<file path="config.mk">
export PLATFORM = sky130hd
export DESIGN_NAME = branch_resolve_unit_flat
export DESIGN_NICKNAME = d
export VERILOG_FILES = /design/src/rtl/branch_pkg.sv /design/src/rtl/branch_resolve_unit_if.sv /design/src/rtl/bp_fifo.sv /design/src/rtl/branch_resolve_unit.sv /design/src/flat_wrapper.sv
export SDC_FILE = /design/constraint.sdc
export NUM_CORES = 1
export LEC_CHECK = 0
export ABC_AREA = 1
export BUFFER_PORTS_ARGS = -buffer_cell sky130_fd_sc_hd__buf_2
export CAP_MARGIN = 40
export CORE_ASPECT_RATIO = 1.75
export CORE_UTILIZATION = 60
export CTS_CLUSTER_DIAMETER = 30
export DETAILED_ROUTE_END_ITERATION = 8
export PLACE_DENSITY_LB_ADDON = 0.1
export SLEW_MARGIN = 20
export SYNTH_ARGS = -nofsm -noshare
export SYNTH_HDL_FRONTEND = slang
export SYNTH_HIERARCHICAL = 1
export SYNTH_SLANG_ARGS = --single-unit
export TNS_END_PERCENT = 5
</file>
<file path="constraint.sdc">
create_clock -name clk -period 9.7 [get_ports clk]
set_input_delay 0.485 -clock clk [delete_from_list [all_inputs] [get_ports clk]]
set_output_delay 0.485 -clock clk [all_outputs]
set_load 0.02 [all_outputs]
</file>
<file path="src/rtl/branch_pkg.sv">
// Shared branch-prediction types: PC width, instruction size and the in-flight prediction record.
// Reused by fetch, predictor glue and the resolve unit.
package branch_pkg;
  localparam int PC_W        = 16;
  localparam int INSTR_BYTES = 2;

  typedef struct packed {
    logic [PC_W-1:0] pc;
    logic            pred_taken;
    logic [PC_W-1:0] pred_target;
  } branch_rec_t;

  // Fall-through address; wraps modulo 2^PC_W
  function automatic logic [PC_W-1:0] seq_next_pc(input logic [PC_W-1:0] pc);
    return pc + PC_W'(INSTR_BYTES);
  endfunction
endpackage

</file>
<file path="src/rtl/branch_resolve_unit_if.sv">
// Decode push, execute resolve and predictor-update/redirect signals of the branch resolve unit.
// The master side is the pipeline (decode/execute/fetch); the slave side is the resolve unit.
interface branch_resolve_unit_if;
  import branch_pkg::*;

  logic            push_valid;
  logic [PC_W-1:0] push_pc;
  logic            push_pred_taken;
  logic [PC_W-1:0] push_pred_target;
  logic            push_ready;

  logic            res_valid;
  logic            res_taken;
  logic [PC_W-1:0] res_target;

  logic            mispredict;
  logic [PC_W-1:0] redirect_pc;
  logic            upd_en;
  logic [PC_W-1:0] upd_pc;
  logic            upd_taken;
  logic [PC_W-1:0] upd_target;

  modport master (
    output push_valid, push_pc, push_pred_taken, push_pred_target,
    output res_valid, res_taken, res_target,
    input  push_ready, mispredict, redirect_pc,
    input  upd_en, upd_pc, upd_taken, upd_target
  );

  modport slave (
    input  push_valid, push_pc, push_pred_taken, push_pred_target,
    input  res_valid, res_taken, res_target,
    output push_ready, mispredict, redirect_pc,
    output upd_en, upd_pc, upd_taken, upd_target
  );
endinterface

</file>
<file path="src/rtl/bp_fifo.sv">
// In-order queue of branch prediction records with push, pop and whole-queue flush.
// Flush has priority over push and pop in the same cycle.
module bp_fifo
  import branch_pkg::*;
#(
  parameter int DEPTH = 4,
  parameter int PTR_W = 2
) (
  input  logic             clk,
  input  logic             rst,
  input  logic             push,
  input  logic             pop,
  input  logic             flush,
  input  branch_rec_t      din,
  output branch_rec_t      dout,
  output logic             full,
  output logic             empty,
  output logic [PTR_W:0]   count
);
  logic [PTR_W-1:0] wr_ptr_q, wr_ptr_d;
  logic [PTR_W-1:0] rd_ptr_q, rd_ptr_d;
  logic [PTR_W:0]   count_q, count_d;
  logic             do_push, do_pop;
  branch_rec_t      mem_q [DEPTH];

  always_comb begin
    full    = (count_q == (PTR_W+1)'(DEPTH));
    empty   = (count_q == '0);
    do_pop  = pop && !empty;
    // A pop in the same cycle frees the slot, so a full queue can still accept
    do_push = push && (!full || do_pop);
    wr_ptr_d = wr_ptr_q;
    rd_ptr_d = rd_ptr_q;
    count_d  = count_q;
    if (flush) begin
      wr_ptr_d = '0;
      rd_ptr_d = '0;
      count_d  = '0;
    end else begin
      if (do_push) wr_ptr_d = wr_ptr_q + PTR_W'(1);
      if (do_pop)  rd_ptr_d = rd_ptr_q + PTR_W'(1);
      case ({do_push, do_pop})
        2'b10:   count_d = count_q + (PTR_W+1)'(1);
        2'b01:   count_d = count_q - (PTR_W+1)'(1);
        default: count_d = count_q;
      endcase
    end
  end

  always_ff @(posedge clk or posedge rst) begin
    if (rst) begin
      wr_ptr_q <= '0;
      rd_ptr_q <= '0;
      count_q  <= '0;
    end else begin
      wr_ptr_q <= wr_ptr_d;
      rd_ptr_q <= rd_ptr_d;
      count_q  <= count_d;
    end
  end

  always_ff @(posedge clk) begin
    if (do_push && !flush) mem_q[wr_ptr_q] <= din;
  end

  assign dout  = mem_q[rd_ptr_q];
  assign count = count_q;
endmodule

</file>
<file path="src/rtl/branch_resolve_unit.sv">
// Compares queued branch predictions against execute outcomes, drives the predictor update and
// fetch redirect, and keeps saturating branch/mispredict statistics.
module branch_resolve_unit
  import branch_pkg::*;
#(
  parameter int DEPTH = 4,
  parameter int PTR_W = 2,
  parameter int CNT_W = 16
) (
  input  logic               clk,
  input  logic               rst,
  branch_resolve_unit_if.slave bus,
  output logic [PTR_W:0]     occupancy,
  output logic [CNT_W-1:0]   br_cnt,
  output logic [CNT_W-1:0]   mp_cnt,
  output logic               err_underflow,
  output logic               err_overflow
);
  branch_rec_t     push_rec, head;
  logic            fifo_full, fifo_empty;
  logic            res_fire, mp_now;

  logic            mispredict_q, mispredict_d;
  logic [PC_W-1:0] redirect_pc_q, redirect_pc_d;
  logic            upd_en_q, upd_en_d;
  logic [PC_W-1:0] upd_pc_q, upd_pc_d;
  logic            upd_taken_q, upd_taken_d;
  logic [PC_W-1:0] upd_target_q, upd_target_d;
  logic [CNT_W-1:0] br_cnt_q, br_cnt_d;
  logic [CNT_W-1:0] mp_cnt_q, mp_cnt_d;
  logic            err_underflow_q, err_underflow_d;
  logic            err_overflow_q, err_overflow_d;

  function automatic logic [CNT_W-1:0] sat_inc(input logic [CNT_W-1:0] v);
    return (&v) ? v : v + CNT_W'(1);
  endfunction

  assign push_rec = '{pc: bus.push_pc, pred_taken: bus.push_pred_taken,
                      pred_target: bus.push_pred_target};

  // A mispredict flushes the queue, which also discards any same-cycle push
  bp_fifo #(.DEPTH(DEPTH), .PTR_W(PTR_W)) u_fifo (
    .clk   (clk),
    .rst   (rst),
    .push  (bus.push_valid),
    .pop   (res_fire),
    .flush (mp_now),
    .din   (push_rec),
    .dout  (head),
    .full  (fifo_full),
    .empty (fifo_empty),
    .count (occupancy)
  );

  always_comb begin
    res_fire = bus.res_valid && !fifo_empty;
    mp_now   = res_fire && ((head.pred_taken != bus.res_taken) ||
                            (bus.res_taken && (head.pred_target != bus.res_target)));

    mispredict_d    = mp_now;
    redirect_pc_d   = '0;
    upd_en_d        = res_fire;
    upd_pc_d        = upd_pc_q;
    upd_taken_d     = upd_taken_q;
    upd_target_d    = upd_target_q;
    br_cnt_d        = br_cnt_q;
    mp_cnt_d        = mp_cnt_q;
    err_underflow_d = err_underflow_q || (bus.res_valid && fifo_empty);
    // Full queue with no pop this cycle; mispredict drops are not errors and need a pop anyway
    err_overflow_d  = err_overflow_q || (bus.push_valid && fifo_full && !res_fire);

    if (res_fire) begin
      upd_pc_d     = head.pc;
      upd_taken_d  = bus.res_taken;
      upd_target_d = bus.res_target;
      br_cnt_d     = sat_inc(br_cnt_q);
    end
    if (mp_now) begin
      redirect_pc_d = bus.res_taken ? bus.res_target : seq_next_pc(head.pc);
      mp_cnt_d      = sat_inc(mp_cnt_q);
    end
  end

  always_ff @(posedge clk or posedge rst) begin
    if (rst) begin
      mispredict_q    <= 1'b0;
      redirect_pc_q   <= '0;
      upd_en_q        <= 1'b0;
      upd_pc_q        <= '0;
      upd_taken_q     <= 1'b0;
      upd_target_q    <= '0;
      br_cnt_q        <= '0;
      mp_cnt_q        <= '0;
      err_underflow_q <= 1'b0;
      err_overflow_q  <= 1'b0;
    end else begin
      mispredict_q    <= mispredict_d;
      redirect_pc_q   <= redirect_pc_d;
      upd_en_q        <= upd_en_d;
      upd_pc_q        <= upd_pc_d;
      upd_taken_q     <= upd_taken_d;
      upd_target_q    <= upd_target_d;
      br_cnt_q        <= br_cnt_d;
      mp_cnt_q        <= mp_cnt_d;
      err_underflow_q <= err_underflow_d;
      err_overflow_q  <= err_overflow_d;
    end
  end

  assign bus.push_ready  = !fifo_full;
  assign bus.mispredict  = mispredict_q;
  assign bus.redirect_pc = redirect_pc_q;
  assign bus.upd_en      = upd_en_q;
  assign bus.upd_pc      = upd_pc_q;
  assign bus.upd_taken   = upd_taken_q;
  assign bus.upd_target  = upd_target_q;
  assign br_cnt          = br_cnt_q;
  assign mp_cnt          = mp_cnt_q;
  assign err_underflow   = err_underflow_q;
  assign err_overflow    = err_overflow_q;
endmodule
</file>
<file path="src/flat_wrapper.sv">
// flat-port wrapper written by rule: the top's interface ports become plain ports
module branch_resolve_unit_flat import branch_pkg::*;
#(
  parameter int DEPTH = 4,
  parameter int PTR_W = 2,
  parameter int CNT_W = 16
)
  (clk, rst, occupancy, br_cnt, mp_cnt, err_underflow, err_overflow, bus_push_valid, bus_push_pc, bus_push_pred_taken, bus_push_pred_target, bus_res_valid, bus_res_taken, bus_res_target, bus_push_ready, bus_mispredict, bus_redirect_pc, bus_upd_en, bus_upd_pc, bus_upd_taken, bus_upd_target);
  branch_resolve_unit_if bus_i ();
  input  logic clk;
  input  logic rst;
  output logic [PTR_W:0] occupancy;
  output logic [CNT_W-1:0] br_cnt;
  output logic [CNT_W-1:0] mp_cnt;
  output logic err_underflow;
  output logic err_overflow;
  input wire logic [$bits(bus_i.push_valid)-1:0] bus_push_valid;
  input wire logic [$bits(bus_i.push_pc)-1:0] bus_push_pc;
  input wire logic [$bits(bus_i.push_pred_taken)-1:0] bus_push_pred_taken;
  input wire logic [$bits(bus_i.push_pred_target)-1:0] bus_push_pred_target;
  input wire logic [$bits(bus_i.res_valid)-1:0] bus_res_valid;
  input wire logic [$bits(bus_i.res_taken)-1:0] bus_res_taken;
  input wire logic [$bits(bus_i.res_target)-1:0] bus_res_target;
  output wire logic [$bits(bus_i.push_ready)-1:0] bus_push_ready;
  output wire logic [$bits(bus_i.mispredict)-1:0] bus_mispredict;
  output wire logic [$bits(bus_i.redirect_pc)-1:0] bus_redirect_pc;
  output wire logic [$bits(bus_i.upd_en)-1:0] bus_upd_en;
  output wire logic [$bits(bus_i.upd_pc)-1:0] bus_upd_pc;
  output wire logic [$bits(bus_i.upd_taken)-1:0] bus_upd_taken;
  output wire logic [$bits(bus_i.upd_target)-1:0] bus_upd_target;
  assign bus_i.push_valid = bus_push_valid;
  assign bus_i.push_pc = bus_push_pc;
  assign bus_i.push_pred_taken = bus_push_pred_taken;
  assign bus_i.push_pred_target = bus_push_pred_target;
  assign bus_i.res_valid = bus_res_valid;
  assign bus_i.res_taken = bus_res_taken;
  assign bus_i.res_target = bus_res_target;
  assign bus_push_ready = bus_i.push_ready;
  assign bus_mispredict = bus_i.mispredict;
  assign bus_redirect_pc = bus_i.redirect_pc;
  assign bus_upd_en = bus_i.upd_en;
  assign bus_upd_pc = bus_i.upd_pc;
  assign bus_upd_taken = bus_i.upd_taken;
  assign bus_upd_target = bus_i.upd_target;
  branch_resolve_unit #(.DEPTH(DEPTH), .PTR_W(PTR_W), .CNT_W(CNT_W)) u_core (.clk(clk), .rst(rst), .bus(bus_i), .occupancy(occupancy), .br_cnt(br_cnt), .mp_cnt(mp_cnt), .err_underflow(err_underflow), .err_overflow(err_overflow));
endmodule
</file>
==> flow_metrics.tcl <==
set metrics [dict create \
    status "finished clean" \
    track_usage_pct 28.8 \
    dieArea_mm2 0.0171 \
    cts_sinks 224 \
    area_growth_pct 18.8 \
    tns_ns 0 \
    ctsResizeCount 0 \
    wirelength_um 24200 \
    dr_wl_met2_um 12900 \
    ys_warn_count 6 \
    cp_data_required_time_ns 9.86 \
    top_layer "met4" \
    slew_headroom_pct 45.7 \
    min_period_ns 4.48 \
    antenna_found_initial 0 \
    cts_made_buffers 29 \
    coreArea_mm2 0.0160 \
    synth_area_mm2 0.00992 \
    cts_setup_buffers 0 \
    fill_cells 1190 \
    drive_gt1_share_pct 20.5 \
    report.final.hold_viol_count 0 \
    path_clk_slew_ns 0.06 \
    cts_hold_buf 1 \
    async_reset_ff_share_pct 41.1 \
    io_pins 143 \
    synth_ff_type "edfxtp_1" \
    drv_cap 0 \
    syn_nets 1039 \
    synth.distinct_cells 34 \
    wl_met1_um 8750 \
    grt_pass1_vias 7464 \
    worst_pin_slew_ns 0.815 \
    insertion_delay_ns 0.53 \
    diodes 0 \
    fin_nets 1186 \
    clock_skew_ns 0.00955 \
    p_leak_nw 5.19 \
    hpwl_um 16700 \
    max_freq_mhz 223 \
    overflow 0 \
    synth.area.top_cells "edfxtp_1 (40%), dfrtp_1 (23%), nand2_1 (8.3%)" \
    synthCells 977 \
    yosysSeqAreaShare_pct 63.2 \
    cts_root_buffer "clkbuf_16" \
    wl_per_cell_um 18.1 \
    drv_slew 0 \
    drt-initial-drc-count 455 \
    holdWs_ns 0.168 \
    grt_setup_unrepaired "false" \
    grt_max_degree 69 \
    drtAntennaViolNets 0 \
    crit_type "flop to flop" \
    yosysTopAreaCell "edfxtp_1" \
    gp_congestion 0.902 \
    place.port_buffers 142 \
    dieHeight_um 172 \
    end_kind "flop" \
    setup_viol 0 \
    p_per_area_mw_per_mm2 314 \
    worstHoldPathType "input pin to flop" \
    drt_first_pass_iters 5 \
    critPathArrivalTime_ns 4.64 \
    synth-seq-cells 224 \
    critPathLaunchType "flop" \
    dr_total_vias 7641 \
    fin_crit_sh_pct 46.2 \
    irDropWorstVdd_mv 0.178 \
    grt_pass1_wl_um 37600 \
    drc 0 \
    cts_max_level 1 \
    initial_core_util_pct 61.9 \
    num_rows 61 \
    die_w_um 99.2 \
    clk_path_buf_depth 3 \
    vias_per_cell 5.73 \
    wl_met3_um 1420 \
    synth_top_area_share_pct 39.9 \
    cts_tree "done" \
    path_max_fanout 68 \
    avgSynthCellArea_um2 10.2 \
    synth_edf_count 132 \
]
[flip-flops by register name, indices dropped and copies added (netlist names)]
register / cells
u_core/u_fifo/wr_ptr_q: 2
u_core/bus.mispredict: 1
u_core/u_fifo/mem_q: 132
u_core/err_underflow: 1
u_core/u_fifo/rd_ptr_q: 2
u_core/bus.upd_pc: 16
u_core/bus.redirect_pc: 16
u_core/bus.upd_en: 1
u_core/bus.upd_target: 16
u_core/err_overflow: 1
u_core/bus.upd_taken: 1
u_core/br_cnt: 16
u_core/mp_cnt: 16
u_core/u_fifo/count: 3
[synth_stat cells, types with 11 or more instances]
cell type / n
a21oi_1: 11
buf_2: 11
clkbuf_1: 15
dfrtp_1: 92
edfxtp_1: 132
inv_1: 74
nand2_1: 220
nand3_1: 29
nand4_1: 28
nor2_1: 113
nor3_1: 11
o21ai_0: 109
o22ai_1: 34
xnor2_1: 12
xor2_1: 20
[final cells by class]
class                      count  area, µm²  area share [%]
timing repair buffer         153        861            7.30
tap                          189        236            2.01
inverter                      84        317            2.68
multi-input combinational    632       3140            26.6
clock inverter                22        245            2.08
sequential                   224       6270            53.1
clock buffer                  30        729            6.19
[critical path, stage by stage, from the launching register on]
cell	delay, ns
dfrtp_1	0.36
buf_4	0.31
inv_2	0.35
buf_12	0.26
o21ai_0	0.12
o22ai_1	0.23
inv_1	0.08
nand2_1	0.06
nand2_1	0.05
nor2_1	0.11
nand2_1	0.06
nor2_1	0.13
nand3_2	0.38
nand2_2	0.42
inv_2	0.09
clkinv_1	0.20
nand3_2	0.23
nor2_2	0.13
buf_4	0.43
[cell families (layout without fill, tap and decap cells)]
| kind of cell | count (synthesis) | after routing | synth area share [%] |
|---|---|---|---|
| flip-flops | 224 | 224 | 63.2 |
| adder cells (fa/ha/maj) | 8 | 8 | 1.08 |
| buffers and inverters | 121 | 289 | 5.35 |
| AND/OR/NAND/NOR | 426 | 426 | 18.7 |
| AO/OA/AOI/OAI | 166 | 166 | 8.87 |
| XOR/XNOR | 32 | 32 | 2.82 |
[metrics by stage]
stage / instance area [µm²] / power, mW / std cells / setup WS, ns / utilization (%)
4_1_cts: 11800 / 3.70 / 1333 / 5.22 / 73.4
6_report: 11800 / 3.70 / 1334 / 5.22 / 73.6
3_3_place_gp: 10700 / 2.58 / 1277 / 5.16 / 66.8
5_1_grt: 11800 / 3.90 / 1334 / 4.83 / 73.6
3_5_place_dp: 10800 / 2.64 / 1280 / 5.30 / 67.2
2_1_floorplan: 9920 / 2.23 / 977 / 5.67 / -
[power breakdown]
part	switching, mW	internal [mW]
logic	0.914	0.380
clock network	0.416	0.639
registers	0.121	1.23
total	1.45	2.25
[path summary, 6_finish.rpt]
| path | depth (start not counted) | slack [ns] | start | endpoint |
|---|---|---|---|---|
| hold / removal | 1 | 0.17 | bus_push_pc[6] | u_core/u_fifo/mem_q[0][23]$_DFFE_PP_ |
| min in group asynchronous | 3 | 0.48 | rst | u_core/u_fifo/rd_ptr_q[1]$_DFFE_PP0P_ |
| setup reg to reg | 18 | 5.22 | u_core/u_fifo/rd_ptr_q[0]$_DFFE_PP0P_ | u_core/u_fifo/mem_q[3][24]$_DFFE_PP_ |
| hold reg to reg | 1 | 0.47 | u_core/err_overflow$_DFF_PP0_ | u_core/err_overflow$_DFF_PP0_ |
| max in group asynchronous | 5 | 8.39 | rst | u_core/br_cnt[8]$_DFFE_PP0P_ |
| setup / recovery | 18 | 5.22 | u_core/u_fifo/rd_ptr_q[0]$_DFFE_PP0P_ | u_core/u_fifo/mem_q[3][24]$_DFFE_PP_ |
[layout by cell type (no fill, tap or decap), drive strengths merged]
| cell | instances |
|---|---|
| xor2 | 20 |
| nand4 | 28 |
| o22ai | 34 |
| bufinv | 3 |
| inv | 88 |
| o21ai | 119 |
| a21oi | 11 |
| xnor2 | 12 |
| nor2 | 117 |
| dlygate4sd3 | 1 |
| ha | 7 |
| a21o | 1 |
| fa | 1 |
| a31o | 1 |
| clkbuf | 30 |
| nor4 | 1 |
| buf | 152 |
| clkinvlp | 1 |
| nor3b | 2 |
| nand3 | 36 |
| dfrtp | 92 |
| edfxtp | 132 |
| nand3b | 2 |
| nor3 | 14 |
| nand2 | 226 |
| clkinv | 14 |
[per-layer routing]
layer / up-vias / GRT usage, %
met2: 353 / 52.6
met3: 84 / 3.96
met4: 0 / 15.2
li1: 3596 / -
met1: 3608 / 32.4
met5: - / 0
Note: power is estimated with default switching activity, not from simulation.
